[config.mk]
export PLATFORM = sky130hd
export DESIGN_NAME = alu_operand_stage
export DESIGN_NICKNAME = d
export VERILOG_FILES = /design/src/rtl/alu_operand_stage.sv
export SDC_FILE = /design/constraint.sdc
export NUM_CORES = 1
export LEC_CHECK = 0
export CAP_MARGIN = 10
export CORE_AREA = 2 2 132 134
export DETAILED_ROUTE_END_ITERATION = 16
export DIE_AREA = 0 0 134 136
export PLACE_DENSITY_LB_ADDON = 0.15
export SLEW_MARGIN = 20
export SYNTH_ARGS = -nofsm -noshare
export SYNTH_HDL_FRONTEND = slang
export SYNTH_SLANG_ARGS = --single-unit
[constraint.sdc]
create_clock -name clk -period 1.76 [get_ports clk]
set_input_delay 0.352 -clock clk [delete_from_list [all_inputs] [get_ports clk]]
set_output_delay 0.352 -clock clk [all_outputs]
set_load 0.01 [all_outputs]
[src/rtl/alu_operand_stage.sv]
// Two-entry {A,B,op} operand buffer ahead of the ALU; optional drop-on-bad-parity via PARITY_CHECK_EN.
// Latency: one cycle into an empty buffer, otherwise the entry waits behind the head.
// Backpressure: in_ready comes from registered occupancy only, with no path from out_ready.
module alu_operand_stage #(
  parameter int WIDTH = 32,
  parameter int OP_W  = 3
) (
  input  logic             clk,
  input  logic             reset_n,
  input  logic             in_valid,
  output logic             in_ready,
  input  logic [WIDTH-1:0] in_a,
  input  logic [WIDTH-1:0] in_b,
  input  logic [OP_W-1:0]  in_op,
  input  logic [1:0]       in_par,
  output logic [WIDTH-1:0] A,
  output logic [WIDTH-1:0] B,
  output logic [OP_W-1:0]  op,
  output logic             out_valid,
  input  logic             out_ready,
  output logic [1:0]       count,
  output logic             par_err,
  input  logic             par_clr
);

  typedef struct packed {
    logic [WIDTH-1:0] a;
    logic [WIDTH-1:0] b;
    logic [OP_W-1:0]  op;
  } operand_t;

  typedef enum logic [1:0] {
    EMPTY = 2'd0,
    ONE   = 2'd1,
    TWO   = 2'd2
  } state_t;

  state_t   state_q, state_d;
  operand_t head_q, tail_q, in_ent;
  logic     push, pop, store, par_ok;
  logic     load_head_in, load_head_tail, load_tail;

  assign in_ent    = '{a: in_a, b: in_b, op: in_op};
  assign in_ready  = (state_q != TWO);
  assign out_valid = (state_q != EMPTY);
  assign count     = state_q;
  assign push      = in_valid & in_ready;
  assign pop       = out_valid & out_ready;
  assign store     = push & par_ok;

  assign A  = head_q.a;
  assign B  = head_q.b;
  assign op = head_q.op;

`ifdef PARITY_CHECK_EN
  logic par_err_q;

  assign par_ok  = ((^in_a) == in_par[0]) && ((^in_b) == in_par[1]);
  assign par_err = par_err_q;

  // A new error outranks a coincident clear so no event is lost.
  always_ff @(posedge clk or negedge reset_n) begin
    if (!reset_n) begin
      par_err_q <= 1'b0;
    end else if (push && !par_ok) begin
      par_err_q <= 1'b1;
    end else if (par_clr) begin
      par_err_q <= 1'b0;
    end
  end
`else
  logic unused_par;

  assign par_ok     = 1'b1;
  assign par_err    = 1'b0;
  assign unused_par = ^{in_par, par_clr};
`endif

  always_ff @(posedge clk or negedge reset_n) begin
    if (!reset_n) begin
      state_q <= EMPTY;
    end else begin
      state_q <= state_d;
    end
  end

  always_comb begin
    state_d        = state_q;
    load_head_in   = 1'b0;
    load_head_tail = 1'b0;
    load_tail      = 1'b0;
    case (state_q)
      EMPTY: begin
        if (store) begin
          state_d      = ONE;
          load_head_in = 1'b1;
        end
      end
      ONE: begin
        if (store && pop) begin
          load_head_in = 1'b1;
        end else if (store) begin
          state_d   = TWO;
          load_tail = 1'b1;
        end else if (pop) begin
          state_d = EMPTY;
        end
      end
      TWO: begin
        if (pop) begin
          state_d        = ONE;
          load_head_tail = 1'b1;
        end
      end
      default: state_d = EMPTY;
    endcase
  end

  // Head keeps its last contents when the buffer drains.
  always_ff @(posedge clk or negedge reset_n) begin
    if (!reset_n) begin
      head_q <= '0;
      tail_q <= '0;
    end else begin
      if (load_head_in) begin
        head_q <= in_ent;
      end else if (load_head_tail) begin
        head_q <= tail_q;
      end
      if (load_tail) begin
        tail_q <= in_ent;
      end
    end
  end

endmodule
; ---- Word level (Yosys, flattened, before mapping)
; Cells that the tools add are included.
[word_totals]
regBits = 136
in_bits = 74
output_inout_bits = 72
elab_cells = 36
[op_classes]
eq_ne = 7
mux = 15
bitwise = 2
reduce_logical = 5
[op_table]
columns = cell, n
row1 = two-way mux 67 bit, 2
row2 = two-way mux 2 bit, 5
row3 = "inequality test 2 bit, second input constant", 4
row4 = two-way mux 1 bit, 6
row5 = one-hot mux 2 bit (3 select lines), 1
row6 = AND reduction 4 bit, 1
row7 = nonzero test 2 bit, 2
row8 = "inequality test 3 bit, second input constant", 1
row9 = AND 1 bit, 2
row10 = "equality test 2 x 1 -> 1 bit, second input constant", 1
row11 = "equality test 2 bit, second input constant", 1
row12 = logical NOT 2 bit, 1
row13 = one-hot mux 1 bit (2 select lines), 1
row14 = logical AND 1 bit, 1

; ---- Logic depth before layout (Yosys ltp)
; Gate-level depths: netlist of run 1.
[depth]
word_depth = 6
depth_mapped = 5
mapped_depth_nobuf = 3

; ---- Worst setup path before layout of run 1
; No wires, ideal clock.
[synth_timing]
path_type = register to register
from = register state_q[1], in the netlist count[1]
to = register tail_q[36] in the netlist's numbering
setup_ns = 0.125
arrival_ns = 1.473
t_required_ns = 1.635
path_slack_ns = 0.162
stages_incl_launch_ff = 6
n_path_buf = 2
period_less_slack_ns = 1.598
cell_sequence = dfrtp_1 > nand2b_2 > nor2_2 > buf_6 > buf_6 > mux2_4
[synth_via]
elab_chain_cells = 5
word_cells_on_any_way = 9
cone_classes = eq/ne: 2 / mux: 3 / bitwise: 2 / reduce/logical: 2
[synth_rtl]
columns = element, line
row1 = from (decl), 38  ; state_t state_q, state_d;
row2 = from (signal assigned), 83  ; state_q <= state_d;
row3 = inequality test 2 bit or nonzero test 2 bit (tied branches), "44, 45"
row4 = AND 1 bit (on tied branches), "47, 48"
row5 = two-way mux 1 bit or logical AND 1 bit (tied branches), "102, 100"
row6 = two-way mux 1 bit, 100  ; if (store && pop) begin
row7 = two-way mux 1 bit *, 92  ; case (state_q)
row8 = to (signal assigned), 131  ; tail_q <= in_ent;
row9 = to (decl), 39  ; operand_t head_q, tail_q, in_ent;
; Mark *: on every way between the ends. The rest lies on a longest branch, timed or not.
; A chain may end at the register's enable or synchronous reset.

; ---- Worst setup path after layout of run 1
[layout_timing]
from = register head_q, in the netlist A[17]
to = output A[17]
[layout_rtl]
columns = element, line
row1 = from (decl), 39
row2 = from (signal assigned), 126  ; head_q <= in_ent;
row3 = from (signal assigned), 128  ; head_q <= tail_q;
row4 = to (decl), 16  ; output logic [WIDTH-1:0] A,
; No word-level cell between the ends.

==> results of run 1 <==
-- per-stage QoR --
step / util, % / TNS (ns) / setup WS, ns / std cells / power, mW
2_1_floorplan: - / 0 / 0.162 / 384 / 6.48
3_3_place_gp: 44.7 / -17.13 / -0.194 / 742 / 8.05
3_5_place_dp: 44.7 / -17.61 / -0.205 / 742 / 8.17
4_1_cts: 48.2 / 0 / 0.0282 / 776 / 11.6
5_1_grt: 48.2 / -0.0129 / -0.00806 / 776 / 12.1
6_report: 48.2 / 0 / 0.0558 / 776 / 11.5
-- power by group through the flow --
| stage | registers [mW] | clock network (mW) | logic (mW) |
|---|---|---|---|
| after CTS | 4.82 | 3.46 | 3.35 |
| after global routing | 4.96 | 3.61 | 3.54 |
| after global placement | 4.80 | 0 | 3.24 |
| final | 4.82 | 3.37 | 3.30 |
| after floorplan | 4.94 | 0 | 1.54 |
| after detailed placement | 4.86 | 0 | 3.31 |
-- cells in the mapped netlist, drive strengths merged --
| cell | n | area, um2 |
|---|---|---|
| o22ai | 1 | 6.26 |
| dfrtp | 136 | 3400 |
| o21ai | 1 | 8.76 |
| o221a | 65 | 732 |
| nand3b | 1 | 20.0 |
| mux2 | 67 | 867 |
| and2b | 1 | 10.0 |
| or2 | 66 | 413 |
| conb | 1 | 3.75 |
| mux2i | 3 | 30.0 |
| clkbuf | 8 | 30.0 |
| nor2 | 1 | 6.26 |
| nand2 | 2 | 7.51 |
| nor3 | 2 | 10.0 |
| nand2b | 3 | 21.3 |
| a21oi | 4 | 20.0 |
| nor2b | 1 | 6.26 |
| buf | 21 | 170 |
-- kinds of logic (layout without fill, tap and decap cells) --
kind of cell | Yosys count | after routing | synth area share (%)
compound gates | 71 | 71 | 13.3
other cells | 1 | 1 | 0.0650
mux | 70 | 70 | 15.6
simple gates | 77 | 77 | 8.57
buf+inv | 29 | 196 | 3.47
flops | 136 | 136 | 59.0
-- timing repair --
item                                   4_1_cts  5_1_grt
setup endpoints to repair                    4        3
resized for setup                            6        1
endpoints found under the hold margin       31        0
hold buffers                                 1        0
buffers inserted                             2        0
-- metal layers --
| layer | part of all wire (%) | wire length, um | global-route usage (%) | vias up |
|---|---|---|---|---|
| li1 | - | - | - | 1733 |
| met3 | 4.9 | 687 | 4.55 | 13 |
| met1 | 46 | 6410 | 20.7 | 2005 |
| met2 | 48 | 6650 | 26.4 | 92 |
| met4 | 1.4 | 196 | 5.20 | 0 |
| met5 | 0 | 0 | 0 | - |
-- flip-flops by register name (all words and copies together) (netlist names) --
| register | count |
|---|---|
| A | 32 |
| B | 32 |
| count | 2 |
| op | 3 |
| tail_q | 67 |
-- worst max path at each step --
stage / endpoint / cells after the start / startpoint / slack (ns)
after floorplan: tail_q[36] / 5 / count[1] / 0.16
after detailed placement: tail_q[14] / 5 / out_ready / -0.21
after global routing: tail_q[8] / 5 / count[1] / -0.008
after CTS: A[22] / 1 / A[22] / 0.03
final: A[17] / 1 / A[17] / 0.06
after global placement: tail_q[6] / 5 / out_ready / -0.19
-- layout make-up --
type	count	area, um2	share of cell area, %
multi-input cells	219	2180	26.8
well taps	225	282	3.46
clock inverters	7	68.8	0.846
clock buffers	24	492	6.05
repair buffers	165	1710	21.0
flip-flops and latches	136	3410	41.9
==> key figures, run 1 <==
Placed design
  – Detailed placer's ending HPWL: 8860 um
  – Area post-placement: 7540 um2
  – Number of port buffers: 141
  – Placer Congestion: 0.704

Logic synthesis
  – Post-Synthesis Net Count: 458
  – Yosys reg bits: 136
  – Total number of yosys warnings: 0
  – Post-synth design cell area: 5770 um2
  – Count of different cell masters after synthesis: 25
  – Number of instances in the synthesized netlist: 384
  – Synthesized area per cell: 15.0 um2
  – Share of synthesized area occupied by flip-flops and latches: 59.0%

Critical path
  – Family with the most delay on the worst path: buffers and inverters
  – CP startpoint kind: register
  – Worst-path cell chain: clkdlybuf4s50_1
  – Worst path buffer plus inverter count: 1
  – Depth of the worst register-to-register path: 5
  – Reg-to-reg startpoint: count[1]
  – Reg2reg setup slack: 0.06 ns
  – Arr. time, crit path: 1.35 ns
  – Endpoint of the worst-slack reg-to-reg timing path: tail_q[14]
  – Cell with the largest stage delay on the worst path: sky130_fd_sc_hd__clkdlybuf4s50_1
  – Worst path required time: 1.41 ns
  – Crit path kind: reg -> out
  – Element type at the critical path end: output port
  – Critical path fanouts, max: 2
  – Maximum cell stage delay along the critical path: 0.58 ns

Final layout
  – Share of post-route cells with drive strength above 1: 34.1%
  – Number of fill cells: 1467
  – Commonest non-fill, non-tap cells in the layout: sky130_fd_sc_hd__clkdlybuf4s50_1, sky130_fd_sc_hd__dfrtp_1, sky130_fd_sc_hd__o221a_1
  – Area delta synth->final: 41.1%
  – N_diodes: 0
  – Layout net count: 613
  – Final Cell Area: 8130 um2
  – Leading cell type in the layout, fill and taps excluded: sky130_fd_sc_hd__clkdlybuf4s50_1

Global route
  – Sum of overflow across all layers after global routing: 0
  – Via count of the first global-routing pass: 4154
  – First-pass GRT wire length: 23000 um
  – Overall fraction of global-route tracks in use: 16.1%
  – Largest net degree at the start of global routing: 46
  – Antenna violations before repair: 0

Timing
  – Final number of setup-violating endpoints: 0
  – Hold Worst Slack: 0.402 ns
  – Fmax: 587 MHz
  – Shortest period the worst path allows: 1.70 ns
  – Setup repair after global routing missed its margin: true
  – Share of the cycle needed by the critical path after routing: 96.8%
  – Final Hold Vio Count: 0
  – Final Skew: 0.00597 ns
  – Max-slew violation count: 0

Pwr
  – Share of total power consumed by net switching: 26.4%
  – Maximum resistive drop on vdd: 0.714 mV
  – P per Cell Area: 1410 nW/um2
  – Sequential share of power: 42.0%
  – NetSw: 3.03 mW
  – Clk network pwr share: 29.3%
  – Cell-internal power: 8.44 mW
  – Cell leakage power: 3.25 nW
  – Combinational share of power: 28.7%

CTS
  – Num Clock Sinks: 136
  – Depth of the CTS H-tree: 4
  – Post-CTS clock slew at the launch and capture registers of the worst setup and hold paths: 0.05 ns
  – Number of buffers created by CTS: 17
  – Maximum clock insertion buffer count: 2
  – Clock tree from TritonCTS: built
  – Clock root buffer: sky130_fd_sc_hd__clkbuf_16
  – Clock insertion delay at the later pin of the skew report: 0.41 ns

Routing
  – DRC errors left: 0
  – Number of vias in the routed layout: 3843
  – Average detailed-routed wire length per instance: 18.0 um
  – Post-route ant nets: 0
  – Routed wire length: 13900 um
  – Violation count after the first detailed-routing iteration: 137
  – Vias per inst: 4.95
  – Router iterations before antenna repair: 4

Floorplan
  – Initial core utilization: 34.2%
  – Die area: 18200 um2
  – Count of standard-cell rows: 48
  – Floorplan die width: 134 um
  – Chip height: 136 um
  – Core Footprint: 16900 um2
  – IO Pins: 146

Outcome
  – Status: completed

Min path
  – Class of the tightest hold or removal check: in -> async

Flow run
  – Max-Cap Viols: 0
Note: power is estimated with default switching activity, not from simulation.
==> run 2: changes to the inputs <==
- REMOVE_ABC_BUFFERS: default -> 1
==> run 2 against run 1 <==
  * Die area did not move
  * Core utilization is 0.82 points higher
  * Sequential share of layout area shrank 0.70 points
  * Critical path type unchanged
  * Clock skew is essentially flat
  * Flip-flop and latch count stayed put
  * Clock-buffer cell count decreased by 3
  * Fmax decreased by 1.0%
  * Register-to-register slack better by 0.05 ns
  * Cell area rose by 1.7%
  * Total power up 4.2%
  * Largest power group unchanged
  * Cell count up 0.64%
  * Combinational power is essentially flat
==> key figures, run 2 (synthesis gave the netlist of run 1 again) <==
Critical path
  – Maximum cell stage delay along the critical path: 0.55 ns (-0.03 ns)
  – CP startpoint kind: register
  – Critical path fanouts, max: 7 (+5)
  – Family with the most delay on the worst path: buffers and inverters
  – Element type at the critical path end: output port
  – Depth of the worst register-to-register path: 5 (unchanged)
  – Reg-to-reg startpoint: count[1]
  – Worst path buffer plus inverter count: 1 (unchanged)
  – Cell with the largest stage delay on the worst path: sky130_fd_sc_hd__clkdlybuf4s50_1
  – Worst path required time: 1.41 ns (about the same)
  – Arr. time, crit path: 1.37 ns (+0.02 ns)
  – Reg2reg setup slack: 0.11 ns (+0.05 ns)
  – Worst-path cell chain: clkdlybuf4s50_1
  – Crit path kind: reg -> out
  – Endpoint of the worst-slack reg-to-reg timing path: B[11]

Global route
  – Overall fraction of global-route tracks in use: 16.0% (-0.15 points)
  – Via count of the first global-routing pass: 4146 (-0.19%)
  – Antenna violations before repair: 1 (+1)
  – First-pass GRT wire length: 22400 um (-2.9%)
  – Sum of overflow across all layers after global routing: 0 (unchanged)
  – Largest net degree at the start of global routing: 39 (-15%)

Placed design
  – Detailed placer's ending HPWL: 9160 um (+3.4%)
  – Area post-placement: 7600 um2 (+0.80%)
  – Number of port buffers: 141 (unchanged)
  – Placer Congestion: 0.737 (+4.7%)

Floorplan
  – Core Footprint: 16900 um2 (unchanged)
  – Chip height: 136 um (unchanged)
  – IO Pins: 146 (unchanged)
  – Count of standard-cell rows: 48 (unchanged)
  – Initial core utilization: 34.2% (unchanged)
  – Floorplan die width: 134 um (unchanged)
  – Die area: 18200 um2 (unchanged)

Final layout
  – Final Cell Area: 8270 um2 (+1.7%)
  – Share of post-route cells with drive strength above 1: 35.1% (+1.0 points)
  – Reg with most FFs: tail_q
  – Layout net count: 616 (+0.49%)
  – Area of combinational cells with multiple inputs: 2180 um2 (-0.17%)
  – Leading cell type in the layout, fill and taps excluded: sky130_fd_sc_hd__clkdlybuf4s50_1
  – Area delta synth->final: 43.5%
  – Commonest non-fill, non-tap cells in the layout: sky130_fd_sc_hd__clkdlybuf4s50_1, sky130_fd_sc_hd__dfrtp_1, sky130_fd_sc_hd__o221a_1
  – Number of flip-flops under the largest register name: 67 (unchanged)
  – Number of fill cells: 1481 (+0.95%)
  – Sequential Area: 3410 um2 (unchanged)

CTS
  – Clock root buffer: sky130_fd_sc_hd__clkbuf_16
  – Maximum clock insertion buffer count: 2 (unchanged)
  – Post-CTS clock slew at the launch and capture registers of the worst setup and hold paths: 0.06 ns (about the same)
  – Clock insertion delay at the later pin of the skew report: 0.42 ns (about the same)
  – Depth of the CTS H-tree: 4 (unchanged)
  – Clock tree from TritonCTS: built
  – Number of buffers created by CTS: 17 (unchanged)
  – Num Clock Sinks: 136 (unchanged)

Routing
  – DRC errors left: 0 (unchanged)
  – Routed wire length: 13700 um (-1.7%)
  – Number of vias in the routed layout: 3861 (+0.47%)
  – Vias per inst: 4.94 (-0.17%)
  – Average detailed-routed wire length per instance: 17.5 um (-2.4%)
  – Post-route ant nets: 0 (unchanged)
  – Router iterations before antenna repair: 4 (unchanged)
  – Violation count after the first detailed-routing iteration: 168 (+23%)

Timing
  – Final Hold Vio Count: 0 (unchanged)
  – Setup tns final: 0 ns (unchanged)
  – Share of the cycle needed by the critical path after routing: 97.8% (+1.0 points)
  – Fmax: 581 MHz (-1.0%)
  – Setup repair after global routing missed its margin: false
  – Max-slew violation count: 0 (unchanged)
  – Shortest period the worst path allows: 1.72 ns (+0.0179 ns)
  – Final Skew: 0.00562 ns (-0.000345 ns)
  – Final number of setup-violating endpoints: 0 (unchanged)

Pwr
  – Cell-internal power: 8.86 mW (+5.0%)
  – Cell leakage power: 3.31 nW (+1.8%)
  – Sequential share of power: 40.3% (-1.7 points)
  – P per Cell Area: 1450 nW/um2 (+2.4%)
  – Maximum resistive drop on vdd: 0.724 mV (+1.4%)
  – Combinational share of power: 27.6% (-1.1 points)
  – Share of total power consumed by net switching: 25.9% (-0.55 points)
  – Clk network pwr share: 32.1% (+2.8 points)
  – NetSw: 3.10 mW (+2.0%)

Outcome
  – Status: completed

Min path
  – Class of the tightest hold or removal check: in -> async

Flow run
  – Max-Cap Viols: 0 (unchanged)
-- run 2: what timing repair did --
| action | CTS | global route |
|---|---|---|
| hold buffers | 1 | 0 |
| setup buffers | 2 | 0 |
| endpoints found under the hold margin | 34 | 0 |
| resized for setup | 6 | 2 |
| setup endpoints to repair | 4 | 2 |
-- run 2: layout make-up --
class | count | share of cell area [%]
clock inverters | 11 | 2.06
flip-flops and latches | 136 | 41.2
clock buffers | 21 | 5.69
repair buffers | 168 | 21.3
multi-input cells | 219 | 26.3
diodes | 1 | 0.0303
well taps | 225 | 3.40
-- run 2: power by group through the flow --
stage / sequential [mW] / combinational [mW] / clock [mW]
5_1_grt: 4.97 / 3.54 / 4.06
2_1_floorplan: 4.94 / 1.46 / 0
3_5_place_dp: 4.86 / 3.33 / 0
3_3_place_gp: 4.80 / 3.26 / 0
6_report: 4.82 / 3.30 / 3.84
4_1_cts: 4.83 / 3.36 / 3.92
-- run 2: worst max path at each step --
stage              start    endpoint  slack (ns)  depth (start not counted)
2_1_floorplan   count[1]   tail_q[0]       -1.71                          3
6_report        count[1]    count[1]        0.04                          1
3_3_place_gp   out_ready  tail_q[15]       -0.31                          5
3_5_place_dp   out_ready  tail_q[17]       -0.33                          5
4_1_cts         count[1]   out_valid       0.002                          2
5_1_grt         count[1]    count[1]       0.001                          1
-- run 2: worst reg2reg max path, delay by kind of cell, from the launching register on --
kind	cells	cell delay, ns
simple gates	1	0.23
flops	1	0.44
compound gates	2	0.46
buf+inv	2	0.46
-- run 2: through the flow --
| step | hold WS, ns | utilization (%) | power (mW) | instances | setup WS, ns |
|---|---|---|---|---|---|
| after floorplan | 0.0564 | - | 6.40 | 355 | -1.71 |
| after global placement | 0.296 | 45.1 | 8.07 | 745 | -0.308 |
| after detailed placement | 0.295 | 45.1 | 8.19 | 745 | -0.332 |
| after CTS | 0.421 | 49.0 | 12.1 | 780 | 0.00199 |
| after global routing | 0.438 | 49.0 | 12.6 | 781 | 0.00129 |
| final | 0.415 | 49.0 | 12.0 | 781 | 0.0379 |
-- run 2: routing by layer --
metal	vias up	wire (um)	share of wire, %	GRT usage (%)
li1	1747	-	-	-
met2	99	6530	48	25.5
met5	-	0	0	0
met1	1994	6130	45	20.0
met4	0	297	2.2	7.51
met3	21	736	5.4	4.77
==> run 3: changes to the inputs <==
- HOLD_SLACK_MARGIN: default -> 0.02
==> results of run 3 <==
The final DEF is identical to that of run 2; final timing and power are the same.
